<file path="config.mk">
export PLATFORM = sky130hd
export DESIGN_NAME = cntr_div
export DESIGN_NICKNAME = d
export VERILOG_FILES = /design/src/rtl/cntr_div.sv
export SDC_FILE = /design/constraint.sdc
export NUM_CORES = 1
export LEC_CHECK = 0
export ABC_AREA = 1
export ABC_CLOCK_PERIOD_IN_PS = 1000
export CAP_MARGIN = 20
export CORE_AREA = 2 2 39 41
export CTS_CLUSTER_SIZE = 12
export DETAILED_ROUTE_END_ITERATION = 7
export DIE_AREA = 0 0 41 43
export GPL_TIMING_DRIVEN = 0
export PLACE_DENSITY_LB_ADDON = 0.12
export SYNTH_ARGS = -nofsm -noshare
export SYNTH_HDL_FRONTEND = slang
export SYNTH_SLANG_ARGS = --single-unit
export TNS_END_PERCENT = 10
</file>
<file path="constraint.sdc">
create_clock -name clk -period 1 [get_ports clk]
set_input_delay 0.3 -clock clk [delete_from_list [all_inputs] [get_ports clk]]
set_output_delay 0.3 -clock clk [all_outputs]
set_load 0.005 [all_outputs]
</file>
<file path="src/rtl/cntr_div.sv">
`default_nettype none
// ============================================================================
// Module      : cntr_div
// Description : Parameterised clock divider. o_clk is a registered square wave
//               with a period of DIV input clocks (low phase = ceil(DIV/2)).
//               Optional macro CNTR_TICK_EN adds a one-cycle o_tick pulse.
// Revision    : 1.0 - initial release
// ============================================================================
module cntr_div #(
    parameter int DIV = 10
) (
    input  logic clk,
    input  logic reset,
    output logic o_clk
`ifdef CNTR_TICK_EN
    ,
    output logic o_tick
`endif
);

    // Width guard keeps elaboration sane long enough for the DIV check to fire.
    localparam int CNT_W = (DIV < 2) ? 1 : $clog2(DIV);

    localparam logic [CNT_W-1:0] c_last = CNT_W'(DIV - 1);
    localparam logic [CNT_W-1:0] c_low  = CNT_W'((DIV + 1) / 2);

    generate
        if (DIV < 2) begin : g_div_check
            $error("cntr_div: DIV must be >= 2");
        end
    endgenerate

    logic [CNT_W-1:0] r_cnt;
    logic [CNT_W-1:0] w_cnt_next;

    always_comb begin
        w_cnt_next = (r_cnt == c_last) ? '0 : r_cnt + CNT_W'(1);
    end

    // o_clk is taken straight from a flop so downstream stages see clean edges.
    always_ff @(posedge clk or negedge reset) begin
        if (!reset) begin
            r_cnt <= '0;
            o_clk <= 1'b0;
        end else begin
            r_cnt <= w_cnt_next;
            o_clk <= (w_cnt_next >= c_low);
        end
    end

`ifdef CNTR_TICK_EN
    always_ff @(posedge clk or negedge reset) begin
        if (!reset) begin
            o_tick <= 1'b0;
        end else begin
            o_tick <= (w_cnt_next == '0);
        end
    end
`endif

endmodule
`default_nettype wire

</file>
# --- After elaboration in Yosys (flattened, before gate mapping) ---
# Cells that the tools add are included.
classes:
  n_addsub: 1
  n_mul: 0
  div_mod_pow: 0
  n_lt_le_gt_ge: 1
  n_eq_ne: 1
  shift: 0
  muxes: 1
  n_bitwise: 0
  n_reduce_logical: 0
ops:
  columns: ["operator", "n"]
  rows:
  - ["adder 4 x 1 -> 4 bit (second input constant)", 1]
  - ["equality test 4 bit (second input constant)", 1]
  - ["greater-or-equal comparator 4 x 3 -> 1 bit (second input constant)", 1]
  - ["2-to-1 mux 4 bit", 1]
word_totals:
  regBits: 5
  latch_bits: 0
  mem_bits_rw: 0
  mem_bits_ro: 0
  output_inout_bits: 1
  n_memories: 0

# --- Depth between registers and ports, before layout ---
depth:
  word_depth: 3
  mapped_depth: 5
  depth_no_buf: 5

# --- Worst setup path before layout ---
# Ideal clock, no wire load.
synth_path:
  path_type: "register to register"
  start: "register r_cnt[1]"
  end: "register o_clk"
  setup_ps: 117
  arrival_ps: 738
  required_ps: 883
  path_slack_ps: 145
  path_stages_with_launch: 5
  path_buffers: 0
  cell_sequence: "dfrtp_1 nor2_2 nand2_2 nand3_2 nand2_1"
synth_via:
  elab_chain_len: 3
  elab_cells_between_ends: 4
synth_rtl:
  columns: ["element", "line", "source"]
  rows:
  - ["start: declaration", "33", "logic [CNT_W-1:0] r_cnt;"]
  - ["start signal: assignment", "46", "r_cnt <= w_cnt_next;"]
  - ["adder 4 x 1 -> 4 bit or equality test 4 bit (tied branches)", "37", "w_cnt_next = (r_cnt == c_last) ? '0 : r_cnt + CNT_W'(1);"]
  - ["2-to-1 mux 4 bit (*)", "37", null]
  - ["greater-or-equal comparator 4 x 3 -> 1 bit (*)", "47", "o_clk <= (w_cnt_next >= c_low);"]
  - ["end signal: assignment", "47", null]
  - ["end: declaration", "14", "output logic o_clk"]
# Every way passes the cells marked *; elsewhere a longest branch is shown, timed or not.

# --- Worst setup path in the final report ---
layout_path:
  start: "register o_clk"
  end: "output port o_clk"
# No word-level cell between the ends.

==> flow_metrics.py <==
metrics = {
    "floorplan": {
        "fp-row-count": 14,
        "die_area_mm2": 0.00176,
        "io_pins": 3,
        "core_mm2": 0.00138,
        "initial_core_util_pct": 16.2,
        "dieWidth_um": 41,
        "dieHeight_um": 43,
    },
    "detailed_routing": {
        "top_layer": "met3",
        "ant_nets": 0,
        "routed-wl-met2_um": 227,
        "wirelength_um": 364,
        "drt-met1-wl_um": 130,
        "viasPerCell": 3.76,
        "avgRoutedWirePerCell_um": 8.09,
        "num_vias": 169,
        "met3_length_um": 6,
        "drc": 0,
        "drt_iter0_markers": 0,
        "drt_first_pass_iters": 1,
    },
    "run": {
        "maxCapViolCount": 0,
    },
    "clocking": {
        "cts_made_buffers": 3,
        "cts_setup_buffers": 0,
        "cts.repair.resized": 4,
        "htreeDepth": 1,
        "cts_sinks": 5,
        "clock_latency_ps": 230,
        "clockBufferDepth": 2,
        "tritoncts": "yes",
        "clk_pin_slew_ps": 40,
        "cts_hold_buf": 0,
        "cts-root-buf": "clkbuf_4",
    },
    "placement": {
        "portBuffers": 2,
        "place_hpwl_um": 304,
        "placedInstanceArea_um2": 264,
        "gp_congestion": 0.609,
    },
    "status": {
        "violations": "negative setup slack",
        "outcome": "complete, but fails checks",
    },
    "sta": {
        "worst_slew_pin_slew_ps": 225,
        "fin_crit_sh_pct": 101,
        "finalHoldViolCount": 0,
        "period_needed_ps": 1010,
        "finalClockSkew_ps": 0.939,
        "fmax_ghz": 0.993,
        "setup_violations": 1,
        "maxSlewViolCount": 0,
        "fin_ws_ps": -6.57,
        "rsz0062_at_grt": "yes",
        "slew_headroom_pct": 84.9,
    },
    "global_route": {
        "grt_pass1_wl_um": 607,
        "grt_pass1_vias": 146,
        "antenna_found_initial": 0,
        "gr-total-overflow": 0,
        "grt_max_degree": 7,
        "grt_usage_pct": 5.75,
    },
    "power_and_ir_drop": {
        "ir_drop_mv": 0.529,
        "p_leak_nw": 0.154,
        "finalPower_mw": 0.432,
        "power_density_mw_per_mm2": 1510,
    },
    "final_layout": {
        "drive_gt1_share_pct": 31.0,
        "ff_latch_area_um2": 125,
        "design_area_um2": 285,
        "multiInputGateArea_um2": 78.8,
        "n_fill_cell": 149,
        "antenna_cells": 0,
        "area_growth_syn_to_layout_pct": 27.4,
        "fin_nets": 32,
    },
    "logic_synthesis": {
        "synth.avg_cell_area_um2": 9.74,
        "synth-seq-cells": 5,
        "synthCells": 23,
        "seq_area_frac_synth_pct": 55.9,
        "yosysWarnings": 0,
        "ys_types": 12,
        "synthesis.nets": 25,
        "netlist_area_um2": 224,
    },
    "hold_path": {
        "hp-class": "input pin to async pin",
    },
    "critical_path": {
        "critPathArrivalTime_ps": 710,
        "crit_family": "flip-flops",
        "slowest_delay_ps": 350,
        "path_cells": "buf_2",
        "crit_slowest_cell": "dfrtp_1",
        "startpoint_type": "flip-flop",
        "crit_buf_inv": 1,
        "crit_required_ps": 700,
        "endpoint_kind": "primary output",
        "crit_type": "flip-flop to primary output",
        "critPathMaxFanout": 1,
    },
}
final cells by class:
cell class,count,area share (%)
flip-flops and latches,5,43.9
well taps,16,7.02
clock buffers,4,9.21
inverters,5,7.02
repair buffers,2,5.26
multi-input cells,13,27.6
final timing paths:
path,cells past startpoint,to,startpoint,slack [ps]
max in group asynchronous,1,r_cnt[1],reset,530
worst max register to register,4,o_clk,r_cnt[1],80
worst min-delay path,1,r_cnt[2],reset,290
worst min register to register,1,r_cnt[0],r_cnt[0],550
worst max-delay path,1,o_clk,o_clk,-7
min in group clk,1,r_cnt[0],r_cnt[0],550
cell usage after synthesis:
| cell type | instances | area, µm² |
|---|---|---|
| a21oi_2 | 1 | 8.76 |
| clkinv_2 | 1 | 5.00 |
| dfrtp_1 | 5 | 125 |
| inv_1 | 4 | 15.0 |
| nand2_1 | 5 | 18.8 |
| nand2_2 | 1 | 6.26 |
| nand3_1 | 1 | 5.00 |
| nand3_2 | 1 | 10.0 |
| nand4_1 | 1 | 6.26 |
| nor2_2 | 1 | 6.26 |
| xnor2_1 | 1 | 8.76 |
| xor2_1 | 1 | 8.76 |
power breakdown:
| group | internal, mW | switching (mW) |
|---|---|---|
| sequential | 0.203 | 0 |
| combinational | 0.00348 | 0.00363 |
| clock | 0.150 | 0.0713 |
cell usage in the layout (no fill, tap or decap):
cell	instances
xnor2_1	1
nand3_2	1
xor2_1	1
nand3_1	1
nand2_2	1
clkbuf_1	1
dfrtp_1	5
a21oi_2	1
clkinv_2	1
nand2_1	5
nand4_1	1
nor2_2	1
clkbuf_4	3
clkdlybuf4s50_1	1
buf_2	1
inv_1	4
through the flow:
step | setup WS (ps) | hold slack [ps] | cells | util (%) | setup TNS, ps
detailed placement | -104 | 538 | 41 | 19.1 | -104
floorplan | 145 | 4.41 | 23 | - | 0
finish | -6.57 | 286 | 45 | 20.6 | -6.57
CTS | -22.5 | 284 | 45 | 20.6 | -22.5
global placement | -96.6 | 531 | 41 | 19.1 | -96.6
global route | -60.7 | 277 | 45 | 20.6 | -60.7
sequential cells by signal, indices dropped and copies added, names as in the netlist:
signal and count:
o_clk 1, r_cnt 4
layer usage:
layer  up-vias  global-route usage [%]
li1         83                       -
met1        85                    5.23
met2         1                    8.13
met3         0                    1.57
met4         0                    8.00
met5         -                       0
kinds of logic (layout without fill, tap and decap cells):
logic type	after synthesis	in the layout	synth area share [%]
simple gates	10	10	23.5
flops	5	5	55.9
buf+inv	5	11	8.93
xor+xnor	2	2	7.82
compound gates	1	1	3.91
Note: power is estimated with default switching activity, not from simulation.
